===== config.mk =====
export PLATFORM = sky130hd
export DESIGN_NAME = regfile_write_ctrl_flat
export DESIGN_NICKNAME = d
export VERILOG_FILES = /design/src/rtl/regfile_write_ctrl_pkg.sv /design/src/rtl/regfile_write_ctrl_if.sv /design/src/rtl/regfile_write_ctrl_rr_arb2.sv /design/src/rtl/regfile_write_ctrl.sv /design/src/flat_wrapper.sv
export SDC_FILE = /design/constraint.sdc
export NUM_CORES = 1
export LEC_CHECK = 0
export ABC_AREA = 1
export BUFFER_PORTS_ARGS = -buffer_cell sky130_fd_sc_hd__buf_2
export CORE_UTILIZATION = 40
export DETAILED_ROUTE_END_ITERATION = 16
export MAX_ROUTING_LAYER = met4
export PLACE_DENSITY_LB_ADDON = 0.12
export SETUP_SLACK_MARGIN = 0.4
export SKIP_LAST_GASP = 1
export SLEW_MARGIN = 20
export SYNTH_ARGS = -nofsm -noshare
export SYNTH_HDL_FRONTEND = slang
export SYNTH_HIERARCHICAL = 1
export SYNTH_SLANG_ARGS = --single-unit

===== constraint.sdc =====
create_clock -name clk -period 2.5 [get_ports clk]
set_clock_uncertainty 0.1 [all_clocks]
set_input_delay 0.5 -clock clk [delete_from_list [all_inputs] [get_ports clk]]
set_output_delay 0.5 -clock clk [all_outputs]
set_load 0.01 [all_outputs]

===== src/rtl/regfile_write_ctrl_pkg.sv =====
// Shared types and constants for the register-file write controller.
package regfile_pkg;

  localparam int NUM_REGS = 32;
  localparam int ADDR_W   = 5;
  localparam int DATA_W   = 32;

  typedef enum logic {
    RFC_CLEAR,
    RFC_RUN
  } rfc_state_t;

  // One register-file write-port transaction.
  typedef struct packed {
    logic              we;
    logic [ADDR_W-1:0] wn;
    logic [DATA_W-1:0] wd;
  } rf_wr_t;

endpackage


===== src/rtl/regfile_write_ctrl_if.sv =====
// Writeback requester handshakes plus the register-file write port.
interface regfile_write_ctrl_if;
  import regfile_pkg::*;

  logic              req0_valid;
  logic              req0_ready;
  logic [ADDR_W-1:0] req0_wn;
  logic [DATA_W-1:0] req0_wd;
  logic              req1_valid;
  logic              req1_ready;
  logic [ADDR_W-1:0] req1_wn;
  logic [DATA_W-1:0] req1_wd;
  logic              rf_we;
  logic [ADDR_W-1:0] rf_wn;
  logic [DATA_W-1:0] rf_wd;
  logic              init_done;
  logic              zero_drop;

  // Requesters and register-file side.
  modport master (
    output req0_valid, req0_wn, req0_wd,
    output req1_valid, req1_wn, req1_wd,
    input  req0_ready, req1_ready,
    input  rf_we, rf_wn, rf_wd, init_done, zero_drop
  );

  // The write controller.
  modport slave (
    input  req0_valid, req0_wn, req0_wd,
    input  req1_valid, req1_wn, req1_wd,
    output req0_ready, req1_ready,
    output rf_we, rf_wn, rf_wd, init_done, zero_drop
  );
endinterface


===== src/rtl/regfile_write_ctrl_rr_arb2.sv =====
// Two-way round-robin arbiter; the requester granted last loses a tie.
module rr_arb2 (
  input  logic       clk,
  input  logic       rst,
  input  logic [1:0] valid,
  input  logic       advance,
  output logic [1:0] grant
);

  logic rr_last_reg;

  // Each requester wins when alone, or on contention when it was not the last winner.
  for (genvar gi = 0; gi < 2; gi++) begin : g_grant
    assign grant[gi] = valid[gi] & (~valid[1-gi] | (rr_last_reg != 1'(gi)));
  end

  // Remember the most recent winner; reset favours requester 0 on first contention.
  always_ff @(posedge clk) begin
    if (!rst) begin
      rr_last_reg <= 1'b1;
    end else if (advance && (grant != 2'b00)) begin
      rr_last_reg <= grant[1];
    end
  end

endmodule


===== src/rtl/regfile_write_ctrl.sv =====
// Register-file write sequencer: zero sweep after reset, then arbitrated writeback.
import regfile_pkg::*;

module regfile_write_ctrl #(
  parameter int NUM_REGS       = regfile_pkg::NUM_REGS,
  parameter int ADDR_W         = regfile_pkg::ADDR_W,
  parameter int DATA_W         = regfile_pkg::DATA_W,
  parameter bit CLEAR_ON_RESET = 1'b1
) (
  input  logic               clk,
  input  logic               rst,
  regfile_write_ctrl_if.slave bus
);

  localparam logic [ADDR_W:0] LAST_IDX   = (ADDR_W+1)'(NUM_REGS - 1);
  localparam rfc_state_t      RESET_STATE = CLEAR_ON_RESET ? RFC_CLEAR : RFC_RUN;

  rfc_state_t      state_reg, state_next;
  logic [ADDR_W:0] clr_idx_reg, clr_idx_next;
  rf_wr_t          wr_reg, wr_next;
  logic            init_done_reg, init_done_next;
  logic            zero_drop_reg, zero_drop_next;
  logic            run;
  logic [1:0]      grant;

  // Requests are only visible to the arbiter in RUN and outside reset, so no
  // ready is ever shown for a write that reset would discard.
  assign run = (state_reg == RFC_RUN) && rst;

  rr_arb2 u_arb (
    .clk     (clk),
    .rst     (rst),
    .valid   ({bus.req1_valid, bus.req0_valid} & {2{run}}),
    .advance (run),
    .grant   (grant)
  );

  assign bus.req0_ready = grant[0];
  assign bus.req1_ready = grant[1];
  assign bus.rf_we      = wr_reg.we;
  assign bus.rf_wn      = wr_reg.wn;
  assign bus.rf_wd      = wr_reg.wd;
  assign bus.init_done  = init_done_reg;
  assign bus.zero_drop  = zero_drop_reg;

  // State register and registered write-port outputs.
  always_ff @(posedge clk) begin
    if (!rst) begin
      state_reg     <= RESET_STATE;
      clr_idx_reg   <= '0;
      wr_reg        <= '0;
      init_done_reg <= 1'b0;
      zero_drop_reg <= 1'b0;
    end else begin
      state_reg     <= state_next;
      clr_idx_reg   <= clr_idx_next;
      wr_reg        <= wr_next;
      init_done_reg <= init_done_next;
      zero_drop_reg <= zero_drop_next;
    end
  end

  // Next-state and write-port selection; address/data hold when idle.
  always_comb begin
    state_next     = state_reg;
    clr_idx_next   = clr_idx_reg;
    wr_next        = '{we: 1'b0, wn: wr_reg.wn, wd: wr_reg.wd};
    init_done_next = init_done_reg;
    zero_drop_next = 1'b0;
    case (state_reg)
      RFC_CLEAR: begin
        wr_next      = '{we: 1'b1, wn: clr_idx_reg[ADDR_W-1:0], wd: {DATA_W{1'b0}}};
        clr_idx_next = clr_idx_reg + 1'b1;
        if (clr_idx_reg == LAST_IDX) begin
          state_next     = RFC_RUN;
          init_done_next = 1'b1;
        end
      end
      RFC_RUN: begin
        init_done_next = 1'b1;
        if (grant != 2'b00) begin
          if (grant[1]) begin
            wr_next = '{we: 1'b1, wn: bus.req1_wn, wd: bus.req1_wd};
          end else begin
            wr_next = '{we: 1'b1, wn: bus.req0_wn, wd: bus.req0_wd};
          end
          // Register 0 is hardwired: accept the handshake but suppress the write.
          if (wr_next.wn == '0) begin
            wr_next.we     = 1'b0;
            zero_drop_next = 1'b1;
          end
        end
      end
      default: begin
        state_next = RESET_STATE;
      end
    endcase
  end

endmodule

===== src/flat_wrapper.sv =====
// flat-port wrapper written by rule: the top's interface ports become plain ports
module regfile_write_ctrl_flat 
#(
  parameter int NUM_REGS       = regfile_pkg::NUM_REGS,
  parameter int ADDR_W         = regfile_pkg::ADDR_W,
  parameter int DATA_W         = regfile_pkg::DATA_W,
  parameter bit CLEAR_ON_RESET = 1'b1
)
  (clk, rst, bus_req0_valid, bus_req0_wn, bus_req0_wd, bus_req1_valid, bus_req1_wn, bus_req1_wd, bus_req0_ready, bus_req1_ready, bus_rf_we, bus_rf_wn, bus_rf_wd, bus_init_done, bus_zero_drop);
  regfile_write_ctrl_if bus_i ();
  input  logic clk;
  input  logic rst;
  input wire logic [$bits(bus_i.req0_valid)-1:0] bus_req0_valid;
  input wire logic [$bits(bus_i.req0_wn)-1:0] bus_req0_wn;
  input wire logic [$bits(bus_i.req0_wd)-1:0] bus_req0_wd;
  input wire logic [$bits(bus_i.req1_valid)-1:0] bus_req1_valid;
  input wire logic [$bits(bus_i.req1_wn)-1:0] bus_req1_wn;
  input wire logic [$bits(bus_i.req1_wd)-1:0] bus_req1_wd;
  output wire logic [$bits(bus_i.req0_ready)-1:0] bus_req0_ready;
  output wire logic [$bits(bus_i.req1_ready)-1:0] bus_req1_ready;
  output wire logic [$bits(bus_i.rf_we)-1:0] bus_rf_we;
  output wire logic [$bits(bus_i.rf_wn)-1:0] bus_rf_wn;
  output wire logic [$bits(bus_i.rf_wd)-1:0] bus_rf_wd;
  output wire logic [$bits(bus_i.init_done)-1:0] bus_init_done;
  output wire logic [$bits(bus_i.zero_drop)-1:0] bus_zero_drop;
  assign bus_i.req0_valid = bus_req0_valid;
  assign bus_i.req0_wn = bus_req0_wn;
  assign bus_i.req0_wd = bus_req0_wd;
  assign bus_i.req1_valid = bus_req1_valid;
  assign bus_i.req1_wn = bus_req1_wn;
  assign bus_i.req1_wd = bus_req1_wd;
  assign bus_req0_ready = bus_i.req0_ready;
  assign bus_req1_ready = bus_i.req1_ready;
  assign bus_rf_we = bus_i.rf_we;
  assign bus_rf_wn = bus_i.rf_wn;
  assign bus_rf_wd = bus_i.rf_wd;
  assign bus_init_done = bus_i.init_done;
  assign bus_zero_drop = bus_i.zero_drop;
  regfile_write_ctrl #(.NUM_REGS(NUM_REGS), .ADDR_W(ADDR_W), .DATA_W(DATA_W), .CLEAR_ON_RESET(CLEAR_ON_RESET)) u_core (.clk(clk), .rst(rst), .bus(bus_i));
endmodule

==> Word level (Yosys, flattened, before mapping) <==
Index checks and enable logic that the tools add are counted.
{ "word_totals": {"latchBits": 0, "output_inout_bits": 42, "mem_count": 0, "regBits": 48, "romBits": 0, "mem_bits_rw": 0} }
{ "classes": {"mul": 0, "n_addsub": 1, "n_div": 0, "eq_ne": 3, "n_lt_le_gt_ge": 0, "n_reduce_logical": 5, "bitwise": 9, "muxes": 11, "shift": 0} }
{ "op_table": {"columns": ["op", "n"], "rows": [
  ["2-to-1 mux 38 bit", 3],
  ["case mux 38 bit (2 select lines)", 1],
  ["2-to-1 mux 37 bit", 1],
  ["adder 6 x 1 -> 6 bit (second input constant)", 1],
  ["equality test 6 x 5 -> 1 bit (second input constant)", 1],
  ["zero test 5 bit", 1],
  ["2-to-1 mux 1 bit", 5],
  ["inverter 1 bit", 4],
  ["AND reduction 3 bit", 1],
  ["bitwise AND 1 bit", 2],
  ["bitwise AND 2 bit", 1],
  ["logical AND 1 bit", 2],
  ["inequality test 2 x 1 -> 1 bit (second input constant)", 1],
  ["inequality test 2 bit (second input constant)", 1],
  ["OR 1 bit", 2],
  ["case mux 1 bit (2 select lines)", 1],
  ["nonzero test 2 bit", 1]
]} }

==> Depth between registers and ports, before layout <==
{ "logic_depth": {"word_depth": 12, "mapped_depth": 12} }

==> Hierarchy <==
The synthesis kept the hierarchy.
{ "by_module_without_submodules": {"columns": ["module", "area_each_um2", "instances", "seq_area_each_um2", "cells_each"], "rows": [
  ["regfile_write_ctrl", 2309.7, 1, 940.9, 351],
  ["rr_arb2", 56.3, 1, 20.0, 8]
]} }

==> Least setup slack after synthesis <==
OpenSTA, ideal clock, no wires.
{ "synth_timing": {"kind": "input to register", "from": "input rst", "to": "register u_core.wr_reg, in the netlist u_core/bus.rf_wd[4]", "slack_ns": 0.374, "arrival_ns": 1.896, "t_required_ns": 2.269, "n_path_buf": 2, "cell_stages": 10, "path_cell_list": "nand2_1 nor2_1 a21boi_0 inv_1 nand2_1 nor2_4 buf_6 buf_8 nand2_2 a21oi_2"} }
{ "synth_between": {"elab_chain_cells": 10, "elab_cells_between_ends": 15, "cone_classes": "1 x eq/ne; 5 x mux; 7 x bitwise; 2 x reduce/logical"} }
{ "synth_lines": {"columns": ["element", "line_no", "text"], "rows": [
  ["from (decl)", "flat_wrapper.sv:12", "input logic rst;"],
  ["logical AND 1 bit *", "regfile_write_ctrl.sv:28", "assign run = (state_reg == RFC_RUN) && rst;"],
  ["bitwise AND 2 bit *", "regfile_write_ctrl.sv:33", ".valid ({bus.req1_valid, bus.req0_valid} & {2{run}}),"],
  ["inverter 1 bit", "regfile_write_ctrl_rr_arb2.sv:14", "assign grant[gi] = valid[gi] & (~valid[1-gi] | (rr_last_reg != 1'(gi)));"],
  ["OR 1 bit", "regfile_write_ctrl_rr_arb2.sv:14", null],
  ["bitwise AND 1 bit *", "regfile_write_ctrl_rr_arb2.sv:14", null],
  ["net bus_req1_ready", "flat_wrapper.sv:20", "output wire logic [$bits(bus_i.req1_ready)-1:0] bus_req1_ready;"],
  ["2-to-1 mux 37 bit", "regfile_write_ctrl.sv:82", "if (grant[1]) begin"],
  ["2-to-1 mux 38 bit", "regfile_write_ctrl.sv:81", "if (grant != 2'b00) begin"],
  ["2-to-1 mux 38 bit", "regfile_write_ctrl.sv:70", "case (state_reg)"],
  ["2-to-1 mux 38 bit", "regfile_write_ctrl.sv:81", null],
  ["case mux 38 bit (2 select lines)", "regfile_write_ctrl.sv:70", null],
  ["to (signal assigned)", "regfile_write_ctrl.sv:57", "wr_reg <= wr_next;"],
  ["to (decl)", "regfile_write_ctrl.sv:20", "rf_wr_t wr_reg, wr_next;"]
]} }
The timed path passes the listed nets; every way through them passes the cells marked *. The select of a mux whose other input is x is not followed.
A chain may end at the register's enable or synchronous reset.

==> Final worst setup path <==
{ "layout_timing": {"from": "register u_core.state_reg", "to": "output bus_req1_ready"} }
{ "layout_between": {"elab_chain_cells": 5} }
{ "layout_lines": {"columns": ["element", "line_no", "text"], "rows": [
  ["from (decl)", "regfile_write_ctrl.sv:18", "rfc_state_t state_reg, state_next;"],
  ["from (signal assigned)", "regfile_write_ctrl.sv:55", "state_reg <= state_next;"],
  ["logical AND 1 bit *", "regfile_write_ctrl.sv:28", null],
  ["bitwise AND 2 bit *", "regfile_write_ctrl.sv:33", null],
  ["inverter 1 bit", "regfile_write_ctrl_rr_arb2.sv:14", null],
  ["OR 1 bit", "regfile_write_ctrl_rr_arb2.sv:14", null],
  ["bitwise AND 1 bit *", "regfile_write_ctrl_rr_arb2.sv:14", null],
  ["to (decl)", "flat_wrapper.sv:20", null]
]} }
Mark *: on every way between the ends. The rest lies on a longest branch, timed or not.

==> run metrics <==
pin count of the biggest net entering global routing 24; crit path kind reg2out; Reg2Reg Capture Point u_core/bus.rf_wn[0]; clock share of power 0.342; Port Buffers between 100 and 150; Worst slew margin 0.803; final wirelength 6.28 mm; Post-synth EDFFs 0; total CTS buffers 5; Worst R2R Path Depth 10; nets 560; Crit path required time 1.90 ns; Post-DRT Antenna Nets 0; first-pass GRT wire length roughly 10 mm; top-count cell post-synth nand2_1; Fmax 0.491 GHz; Hold Path Sink u_core/bus.rf_wd[11]; Hold Crit Class reg2reg; Syn Inst Count 359; Final Instance Area between 0.003 and 0.004 mm²; R2R setup slack 0.50 ns; TritonCTS clock tree built; internal power 1.06 mW; CTS sink cnt between 40 and 50; Mean Syn Cell Area between 6 and 7 µm²; die width 78.9 µm; Initial Utilization 0.422; status finished, final reports clean; initial antenna violation count 0; Slew Viols, Final 0; full die area 0.00623 mm²; PD cells 429 mW/mm²; Fin Setup TNS 0 ns; Clock transition at path regs 0.09 ns; Tot Pwr 1.37 mW; Die Y 78.9 µm; Global Route Usage Sum 0.214; Critical Path Sink Type primary output; hold_buf cts 0; WHS Path Cells 2; Worst-Skew Late Latency 0.29 ns; Pre-Repair DR Iteration Count 6; total congestion overflow 0; area share of the largest cell type after synthesis 0.406; Diodes inserted 0; share of cells above drive strength 1 0.346; initial DRC count 144; CTS H-tree lvls 2; Synth cell types 24; Syn Std Cell Area around 0.0024 mm²; CP arrival 1.44 ns; endpoints failing setup 0; clock root cell clkbuf_8; leading area contributor after synthesis dfxtp_1; R2R Path Start u_core/state_reg; Async S/R FF share, synth 0; Largest register FFs 32; leakage power between 1.5 and 2 nW; vias per cell ~4.7; Via Count between 2000 and 3000; fin crit share 0.815; CP startpoint kind flop; GPL Wtd Cong 0.810; Max Cap Viol 0; Synth top cells by count 192 x nand2_1, 48 x dfxtp_1, 26 x a21oi_1; sw power roughly 0.31 mW; Max Buffers Root-to-Sink 2; crit path max fanout 4; synthesized flop and latch total between 40 and 50; synth top area cells dfxtp_1 41%, nand2_1 30%, a21oi_1 5.5%, a21oi_2 3.7%, nand2_2 2.6%; # DRC 0; most common flop cell mapped by yosys dfxtp_1; Worst-Margin Slew 0.296 ns; Tmin final 2.04 ns; wire per inst roughly 11 µm; Syn Nets 438; final hold viol count 0; sequential power share 0.566; Std-Cell Rows 27; vias in the first global route 2313; Core ar. roughly 0.0056 mm²; placed cell areas 0.00301 mm²; I/O pin total 120; register area share after synthesis 0.406; synth warn 6; Worst Min Path Start u_core/bus.rf_wd[11]; VDD IR max 0.209 mV; sw frac 0.226; RSZ-0062 raised after global routing yes; logic gate share of total power 0.092; synthesis-to-finish area growth 35.3%; DP HPWL 4.42 mm
-- power groups by stage --
stage	Sequential (mW)	Clock [mW]	Combinational (mW)
after floorplan	0.796	0	0.0483
after global placement	0.795	0	0.124
after detailed placement	0.795	0	0.126
after CTS	0.777	0.490	0.126
after global routing	0.778	0.509	0.145
final	0.777	0.470	0.126
-- final cells by class --
cell class | instances | area [µm²]
clock buffer | 8 | 90.1
sequential | 48 | 961
multi-input combinational | 275 | 1230
timing repair buffer | 135 | 768
tap | 72 | 90.1
fill | 602 | 2410
inverter | 16 | 60.1
-- cells in the final DEF (no fill, tap or decap), drive strengths merged --
cell type | netlist | layout
o21ai | 4 | 4
ha | 1 | 1
and3 | 1 | 1
nand2 | 202 | 202
nor2 | 14 | 14
a21oi | 37 | 37
a21boi | 2 | 2
inv | 16 | 16
dfxtp | 48 | 48
nand3 | 4 | 4
nand4 | 2 | 2
a31oi | 6 | 6
clkbuf | 2 | 8
buf | 18 | 134
bufbuf | 0 | 1
nor3 | 2 | 2
-- per-stage QoR --
stage / utilization / hold slack (ns) / std cells / setup WS, ns
global route: 0.571 / 0.381 / 554 / 0.307
floorplan: - / 0.354 / 359 / 0.504
CTS: 0.562 / 0.367 / 551 / 0.413
detailed placement: 0.537 / 0.353 / 541 / 0.270
global placement: 0.537 / 0.350 / 541 / 0.306
finish: 0.571 / 0.363 / 554 / 0.462
-- critical path: stages, from the launching register on --
cell and delay, ns:
dfxtp_1 0.37, nand2_1 0.13, nor2_2 0.17, a21boi_4 0.23, buf_12 0.12, buf_2 0.12
-- routing by layer --
metal | routed length, µm | track usage
met3 | 405 | 0.0368
met1 | 2910 | 0.268
met2 | 2910 | 0.357
met4 | 51 | 0.0600
met5 | 0 | -
-- cells by family after synthesis --
group,Yosys count,synth area share
buffers and inverters,36,0.0820
adder cells (fa/ha/maj),1,0.00529
flip-flops,48,0.406
AND/OR/NAND/NOR,225,0.377
AO/OA/AOI/OAI,49,0.130
-- timing repair --
action                     4_1_cts  5_1_grt
resized for setup                3        7
setup buffers                    1        3
setup endpoints to repair        1       41
gates cloned                     1        0
pin swaps                        0        1
-- worst max path at each step --
stage | cells after the start | slack (ns) | to | startpoint
finish | 5 | 0.46 | bus_req1_ready | u_core/state_reg
floorplan | 9 | 0.50 | u_core/bus.rf_wd[4] | rst
global placement | 6 | 0.31 | bus_req1_ready | rst
detailed placement | 6 | 0.27 | bus_req1_ready | rst
CTS | 10 | 0.41 | u_core/bus.rf_wn[2] | u_core/state_reg
global route | 13 | 0.31 | u_core/bus.rf_we | u_core/state_reg
Note: power is estimated with default switching activity, not from simulation.
